$ cat src/rtl/regfile_mp.sv
// ---------------------------------------------------------------------------
// regfile_mp
//
// Purpose:
//   Parametrised multi-read-port integer register file. It has a single write
//   port, NREAD independent registered read ports, an optional hardwired-zero
//   register 0 and optional forwarding of a same-edge write to a read. After
//   reset, or on a clear_req pulse, a sequencer zeroes the array one entry per
//   cycle. While it runs, busy is high, writes are dropped and reads return 0.
//
// Ports:
//   clk        in   1            clock, rising edge
//   resetn     in   1            asynchronous active-low reset
//   rd_en      in   NREAD        per-port read enable
//   rd_addr    in   NREAD*AW     read addresses, port p at [p*AW +: AW]
//   rd_data    out  NREAD*XLEN   registered read data, port p at [p*XLEN +: XLEN]
//   wen        in   1            write enable
//   waddr      in   AW           write address
//   wdata      in   XLEN         write data
//   clear_req  in   1            single-cycle request for a full array clear
//   busy       out  1            high while the clear sequencer runs
//
// NREGS must be a power of two (at least 2), so every address is in range.
// NREAD must be between 1 and 4.
// ---------------------------------------------------------------------------
module regfile_mp #(
  parameter int XLEN     = 32,
  parameter int NREGS    = 32,
  parameter int NREAD    = 2,
  parameter int ZERO_REG = 1,
  parameter int BYPASS   = 1,
  localparam int AW      = $clog2(NREGS)
) (
  input  logic                  clk,
  input  logic                  resetn,
  input  logic [NREAD-1:0]      rd_en,
  input  logic [NREAD*AW-1:0]   rd_addr,
  output logic [NREAD*XLEN-1:0] rd_data,
  input  logic                  wen,
  input  logic [AW-1:0]         waddr,
  input  logic [XLEN-1:0]       wdata,
  input  logic                  clear_req,
  output logic                  busy
);

  typedef enum logic {
    ST_CLEAR = 1'b0,
    ST_READY = 1'b1
  } state_e;

  state_e                  state_q, state_d;
  logic [AW-1:0]           idx_q, idx_d;
  logic [NREAD*XLEN-1:0]   rd_data_q, rd_data_d;

  // Storage has no reset; the clear sequencer is what zeroes it.
  logic [XLEN-1:0]         mem_q [NREGS];
  logic                    mem_we;
  logic [AW-1:0]           mem_waddr;
  logic [XLEN-1:0]         mem_wdata;

  // A writeback that actually lands in the array. Writes are dropped while
  // clearing and, with ZERO_REG, when targeting register 0. Only such
  // writes may be forwarded to a read.
  logic                    wr_ok;

  assign wr_ok = wen && (state_q == ST_READY) &&
                 !((ZERO_REG != 0) && (waddr == '0));

  // Clear sequencer: one entry per cycle; it leaves CLEAR after the last index.
  always_comb begin
    state_d = state_q;
    idx_d   = idx_q;
    case (state_q)
      ST_CLEAR: begin
        idx_d = idx_q + 1'b1;
        if (idx_q == AW'(NREGS - 1)) begin
          state_d = ST_READY;
          idx_d   = '0;
        end
      end
      ST_READY: begin
        if (clear_req) begin
          state_d = ST_CLEAR;
          idx_d   = '0;
        end
      end
      default: begin
        state_d = ST_CLEAR;
        idx_d   = '0;
      end
    endcase
  end

  // Array write port is shared between the clear sequencer and writeback.
  always_comb begin
    mem_we    = 1'b0;
    mem_waddr = waddr;
    mem_wdata = wdata;
    if (state_q == ST_CLEAR) begin
      mem_we    = 1'b1;
      mem_waddr = idx_q;
      mem_wdata = '0;
    end else if (wr_ok) begin
      mem_we = 1'b1;
    end
  end

  // Read ports. Disabled ports hold their value. Register 0 (with ZERO_REG)
  // beats forwarding, and forwarding beats the stored contents.
  always_comb begin
    rd_data_d = rd_data_q;
    for (int p = 0; p < NREAD; p++) begin
      if (rd_en[p]) begin
        if (state_q == ST_CLEAR) begin
          rd_data_d[p*XLEN +: XLEN] = '0;
        end else if ((ZERO_REG != 0) && (rd_addr[p*AW +: AW] == '0)) begin
          rd_data_d[p*XLEN +: XLEN] = '0;
        end else if ((BYPASS != 0) && wr_ok && (waddr == rd_addr[p*AW +: AW])) begin
          rd_data_d[p*XLEN +: XLEN] = wdata;
        end else begin
          rd_data_d[p*XLEN +: XLEN] = mem_q[rd_addr[p*AW +: AW]];
        end
      end
    end
  end

  always_ff @(posedge clk or negedge resetn) begin
    if (!resetn) begin
      state_q   <= ST_CLEAR;
      idx_q     <= '0;
      rd_data_q <= '0;
    end else begin
      state_q   <= state_d;
      idx_q     <= idx_d;
      rd_data_q <= rd_data_d;
    end
  end

  always_ff @(posedge clk) begin
    if (mem_we) begin
      mem_q[mem_waddr] <= mem_wdata;
    end
  end

  assign rd_data = rd_data_q;
  assign busy    = (state_q == ST_CLEAR);

endmodule

$ cat config.mk
export PLATFORM = sky130hd
export DESIGN_NAME = regfile_mp
export DESIGN_NICKNAME = d
export VERILOG_FILES = /design/src/rtl/regfile_mp.sv
export SDC_FILE = /design/constraint.sdc
export NUM_CORES = 1
export LEC_CHECK = 0
export CORE_MARGIN = 10
export CORE_UTILIZATION = 30
export CTS_CLUSTER_SIZE = 24
export DETAILED_ROUTE_END_ITERATION = 10
export GPL_TIMING_DRIVEN = 0
export PLACE_DENSITY = 0.45
export SYNTH_ARGS = -nofsm -noshare
export SYNTH_HDL_FRONTEND = slang
export SYNTH_SLANG_ARGS = --single-unit
$ cat constraint.sdc
create_clock -name clk -period 3.75 [get_ports clk]
set_input_delay 0.75 -clock clk [delete_from_list [all_inputs] [get_ports clk]]
set_output_delay 0.75 -clock clk [all_outputs]
set_load 0.01 [all_outputs]
==> results of run 1 <==
cell families (layout without fill, tap and decap cells):
family / after synthesis / after routing / share of synthesized area, %
flip-flops: 1094 / 1094 / 64.1
multiplexers: 865 / 865 / 21.9
AO/OA/AOI/OAI: 543 / 543 / 8.59
AND/OR/NAND/NOR: 282 / 282 / 2.79
buffers and inverters: 263 / 665 / 2.40
XOR/XNOR: 12 / 12 / 0.207
adder cells (fa/ha/maj): 2 / 2 / 0.0493
other: 0 / 2 / 0
per-stage QoR:
step	hold WS [ns]	instance area (sq um)	setup TNS, ns	util, %
final	0.427	60400	-1.07	36.0
after CTS	0.415	60300	0	36.0
after floorplan	0.454	50700	0	-
after detailed placement	0.504	56200	-206.48	33.5
after global placement	0.502	54600	-2572.96	32.6
after global routing	0.473	60400	0	36.0
worst register-to-register path: cells and delay by family, from the launching register on:
family        cells  cell delay [ns]
simple gates      1             1.20
flops             1             0.31
buf+inv           3             1.74
layer usage:
layer | global-route usage, % | vias to the layer above
met3 | 4.12 | 460
met1 | 30.4 | 17800
met2 | 35.7 | 1796
met5 | 0 | -
met4 | 14.0 | 4
li1 | - | 13400
cells in the final DEF (no fill, tap or decap), types with 45 or more instances in the layout:
cell / count
clkdlybuf4s50_1: 110
dfrtp_1: 70
clkbuf_2: 45
a22oi_1: 266
mux2i_1: 641
a221o_1: 63
edfxtp_1: 1024
buf_2: 80
clkbuf_16: 137
nand3_1: 133
mux4_2: 192
clkbuf_1: 136
worst paths after layout:
kind                        startpoint       endpoint  slack [ns]
hold / removal                  resetn    rd_data[62]        0.43
max in group asynchronous       resetn    rd_data[14]        2.62
setup / recovery            rd_addr[6]    rd_data[50]       -0.16
setup reg to reg               state_q  mem_q[26][18]        0.05
min in group clk           rd_data[24]    rd_data[24]        0.51
hold reg to reg            rd_data[24]    rd_data[24]        0.51
state kept, by name (all words and copies together), names as in the netlist:
signal	flops
mem_q	1024
idx_q	5
rd_data	64
state_q	1
layout make-up:
class	count	area, sq um	area share (%)
Timing Repair Buffer	170	2410	3.99
Tap cell	2204	2760	4.57
Multi-Input combinational cell	1704	17400	28.8
Sequential cell	1094	32500	53.8
Inverter	5	18.8	0.0311
Buffer	256	1310	2.16
Antenna cell	2	5.00	0.00829
Clock inverter	49	372	0.615
Clock buffer	185	3650	6.04
power by group:
| group | switching [mW] | leakage, nW | total [mW] | internal [mW] |
|---|---|---|---|---|
| clock | 5.22 | 1.95 | 12.2 | 6.99 |
| combinational | 4.36 | 8.40 | 6.43 | 2.07 |
| sequential | 0.608 | 10.5 | 15.8 | 15.2 |
what timing repair did:
item	4_1_cts	5_1_grt
endpoints found under the setup margin	46	109
hold buffers	1	0
endpoints found under the hold margin	22	0
gates resized for setup	55	33
==> flow_metrics.tcl, run 1 <==
set metrics [dict create \
    grt_pass1_vias 33200 \
    antenna_found_initial 4 \
    vias 33500 \
    critical_path_arrival_ns 4.57 \
    synth.cells.most_frequent "1024 x edfxtp_1, 641 x mux2i_1, 266 x a22oi_1" \
    synth_area_leaders "edfxtp_1 61%, mux2i_1 13%, mux4_2 8.5%" \
    synth_top_area_share_pct 60.6 \
    synth_seq_cells 1094 \
    p_per_area_nw_per_um2 571 \
    max_slew_margin_pct -2.52 \
    drc_errors 0 \
    fmax_mhz 256 \
    rsz0062_at_grt "false" \
    wl_met2_microns 98700 \
    fillerInstances 15800 \
    crit_buf_inv 3 \
    hp-class "input port to asynchronous set/reset pin" \
    critPathLaunchType "input port" \
    gp_congestion 0.906 \
    dieArea_sq_um 186000 \
    max-cap-violations 2 \
    start_util_pct 30.3 \
    worst_pin_slew_ns 1.54 \
    post-route-min-period_ns 3.91 \
    drive_above_1_share_pct 19.1 \
    syn_area_sq_um 50700 \
    cp_top_family "buffers and inverters" \
    grt_overflow_total 0 \
    critPathKind "input port to flip-flop" \
    dp_slack_ns -1.77 \
    leakage_nw 20.8 \
    io_buffers 111 \
    endpoint_kind "flip-flop" \
    ys.flop_type "edfxtp_1" \
    topRoutingLayerUsed "met5" \
    critPathSlowestCell "clkbuf_1" \
    clock_latency_ns 0.80 \
    ant_nets 0 \
    skew_ns 0.0260 \
    h-tree-depth 4 \
    nNetsFinal 3418 \
    fin_crit_sh_pct 104 \
    rows 150 \
    drt_iter0_drc 3976 \
    cts_root_buffer "clkbuf_16" \
    routed_wirelength_microns 222000 \
    post_drt_via_cell_ratio 5.91 \
    netlist_instances 3061 \
    clk_pin_slew_ns 0.06 \
    wl_met1_microns 90000 \
    synth_edf_count 1024 \
    cts-buffers-inserted 132 \
    syn_nets 3116 \
    cts_sinks 1094 \
    tritoncts "built" \
    grt_pass1_wl_microns 294000 \
    r2r_cells 4 \
    stdcell_count 5669 \
    synth_seq_area_share_pct 64.1 \
    status "finished, violations left" \
    place.detailed.hpwl_microns 155000 \
    syn2layout_area_growth_pct 19.1 \
    track_usage_pct 23.2 \
    met3RoutedLength_microns 17100 \
    ios 118 \
    synth-warning-count 0 \
    required_ns 4.41 \
    crit_chain "clkdlybuf4s50_1 -> and2_1 -> clkbuf_1 -> buf_1 -> a22oi_1 -> nand3_1 -> a41oi_1 -> a221o_1" \
    cts_buffer_depth 3 \
    violations "max-capacitance violations, max-slew violations, negative setup slack" \
    first_pass_iters 5 \
    dp_cells 5433 \
    routedWlPerCell_microns 39.1 \
    crit_cells 8 \
    final-hold-violation-count 0 \
    layout_setup_ws_ns -0.164 \
    core_sq_um 168000 \
    ir_worst_vdd_mv 0.569 \
    power_mw 34.5 \
    async_reset_ff_share_pct 6.40 \
    cts_setup_buffers 0 \
    critPathMaxStageDelay_ns 0.88 \
    die_y_microns 431 \
    path_max_fanout 10 \
    grt_start_max_net_pins 49 \
    synth_cell_types 51 \
    die_w_microns 431 \
    yosysTopAreaCell "edfxtp_1" \
    setup_violations 23 \
    syn_avg_cell_area_sq_um 16.6 \
    synth_most_common_cell "edfxtp_1" \
    maxSlewViolCount 11 \
]
Power figures use the tool's default switching activity.
==> run 2, diff against run 1 <==
--- a/config.mk
+++ b/config.mk
@@ -12,4 +12,5 @@
 export GPL_TIMING_DRIVEN = 0
 export PLACE_DENSITY = 0.45
+export RECOVER_POWER = 100
 export SYNTH_ARGS = -nofsm -noshare
 export SYNTH_HDL_FRONTEND = slang
==> constraint.sdc (replaced) <==
create_clock -name clk -period 3.75 [get_ports clk]
set_input_delay 0.75 -clock clk [delete_from_list [all_inputs] [get_ports clk]]
set_output_delay 0.75 -clock clk [all_outputs]
set_load 0.05 [all_outputs]
==> flow_metrics.tcl, run 2 (same netlist as run 1, synthesis figures left out) <==
set metrics [dict create \
    p_per_area_nw_per_um2 577 \
    io_buffers 111 \
    die_y_microns 431 \
    maxSlewViolCount 223 \
    first_pass_iters 5 \
    critPathMaxStageDelay_ns 0.87 \
    setup_violations 48 \
    netSwitchingFraction_pct 30.1 \
    drc_errors 0 \
    crit_end "rd_data[50]" \
    core_sq_um 168000 \
    power.switching_mw 10.4 \
    die_w_microns 431 \
    rows 150 \
    regMostFlops "mem_q" \
    power_frac_seq_pct 46.0 \
    power_frac_comb_pct 18.6 \
    gp_congestion 0.906 \
    hp-start "rd_data[24]" \
    power.share.clock_pct 35.4 \
    fmax_mhz 255 \
    post-route-min-period_ns 3.92 \
    fillerInstances 15900 \
    grt_pass1_vias 33200 \
    critPathKind "input port to flip-flop" \
    ant_nets 0 \
    r2r_end "mem_q[31][28]" \
    leakage_nw 20.9 \
    r2r_slack_ns -0.03 \
    final_util_pct 35.7 \
    clock_latency_ns 0.78 \
    ios 118 \
    largest_register_ffs 1024 \
    dieArea_sq_um 186000 \
    vias 33600 \
    crit_start "rd_addr[6]" \
    use_met1_pct 30.4 \
    final_common_cell "edfxtp_1" \
    required_ns 4.40 \
    finalSetupTns_ns -2.08 \
    worst_pin_slew_ns 1.83 \
    ir_worst_vdd_mv 0.568 \
    crit_chain "clkdlybuf4s50_1 -> and2_0 -> clkbuf_1 -> clkbuf_1 -> a22oi_1 -> nand3_1 -> a41oi_1 -> a221o_1" \
    path_max_fanout 10 \
    hp-class "flip-flop to flip-flop" \
    regArea_sq_um 32500 \
    start_util_pct 30.3 \
    max-cap-violations 9 \
    final-hold-violation-count 0 \
    drt_iter0_drc 4227 \
    clk_pin_slew_ns 0.05 \
    max_slew_margin_pct -22.3 \
    intPower_mw 24.1 \
    cpMostUsedCell "clkbuf_1" \
    rsz0062_at_grt "false" \
    grtUsageMet2_pct 35.7 \
    routed_wirelength_microns 222000 \
    critPathLaunchType "input port" \
    grt_overflow_total 0 \
    cts_root_buffer "clkbuf_16" \
    grtUsageMet3_pct 4.12 \
    dp_slack_ns -1.77 \
    routedWlPerCell_microns 39.1 \
    status "finished, violations left" \
    drive_above_1_share_pct 19.0 \
    h-tree-depth 4 \
    power_mw 34.5 \
    layout_common_cells "1024 x edfxtp_1, 641 x mux2i_1, 266 x a22oi_1, 192 x mux4_2, 139 x clkbuf_1" \
    grt_busiest_layer "met2" \
    post_drt_via_cell_ratio 5.92 \
    multi_input_area_sq_um 17200 \
    violations "max-capacitance violations, max-slew violations, negative setup slack" \
    grt_pass1_wl_microns 294000 \
    antenna_found_initial 7 \
    skew_ns 0.0273 \
    nNetsFinal 3418 \
    tritoncts "built" \
    syn2layout_area_growth_pct 17.9 \
    track_usage_pct 23.2 \
    cts-buffers-inserted 132 \
    r2r_start "state_q" \
    layout_setup_ws_ns -0.166 \
    cts_buffer_depth 3 \
    place.detailed.hpwl_microns 155000 \
    critical_path_arrival_ns 4.57 \
    endpoint_kind "flip-flop" \
    fin_crit_sh_pct 104 \
    r2r_cells 7 \
    critPathSlowestCell "clkbuf_1" \
    grt_start_max_net_pins 49 \
    cts_sinks 1094 \
]
==> run 2: cell count changes in the layout (fill, tap and decap cells not counted), sizes merged <==
cell	previous run	this run
clkbuf	325	342
buf	167	150
clkdlybuf4s50	110	45
diode	2	1
dlygate4sd3	1	66
==> run 2: stage by stage <==
stage	area, sq um	instances	hold slack, ns
2_1_floorplan	50700	3061	0.454
3_3_place_gp	54600	5376	0.502
3_5_place_dp	56200	5433	0.504
4_1_cts	60300	5667	0.415
5_1_grt	59800	5667	0.524
6_report	59800	5668	0.508
==> run 2: cell type report <==
cell class	instances	area share, %
diodes	1	0.00418
clock buffers	185	6.10
inverters	5	0.0314
clock inverters	49	0.621
multi-input cells	1704	28.8
plain buffers	256	2.19
flip-flops and latches	1094	54.3
well taps	2204	4.61
repair buffers	170	3.30
==> run 2: how the worst min path moves through the flow <==
stage,end,cells past startpoint,slack [ns]
2_1_floorplan,idx_q[0],0,0.45
3_3_place_gp,rd_data[58],1,0.50
3_5_place_dp,rd_data[6],1,0.50
4_1_cts,rd_data[28],2,0.41
5_1_grt,rd_data[24],1,0.52
6_report,rd_data[24],1,0.51
==> run 2: routing by layer <==
layer	routed length (microns)	part of all wire (%)	vias to the layer above
met4	15600	7.0	4
met1	90200	41	17800
met2	99000	45	1819
met5	26	0.012	-
li1	-	-	13400
met3	16900	7.6	450
==> run 2: timing repair <==
item | in CTS | in global routing
setup buffers | 0 | 0
hold buffers | 1 | 0
endpoints found under the hold margin | 22 | 0
resized for setup | 55 | 33
setup endpoints to repair | 46 | 109
==> run 2: critical path, delay by kind of cell <==
family,cells,cell delay (ns)
compound gates,3,0.80
buf+inv,3,2.36
simple gates,2,0.63
==> run 2: power by group through the flow <==
stage	sequential (mW)	clock [mW]	combinational [mW]
2_1_floorplan	16.3	0	2.92
3_3_place_gp	16.2	0	5.90
3_5_place_dp	16.1	0	6.63
4_1_cts	15.8	12.4	6.67
5_1_grt	16.0	12.9	6.61
6_report	15.9	12.2	6.42
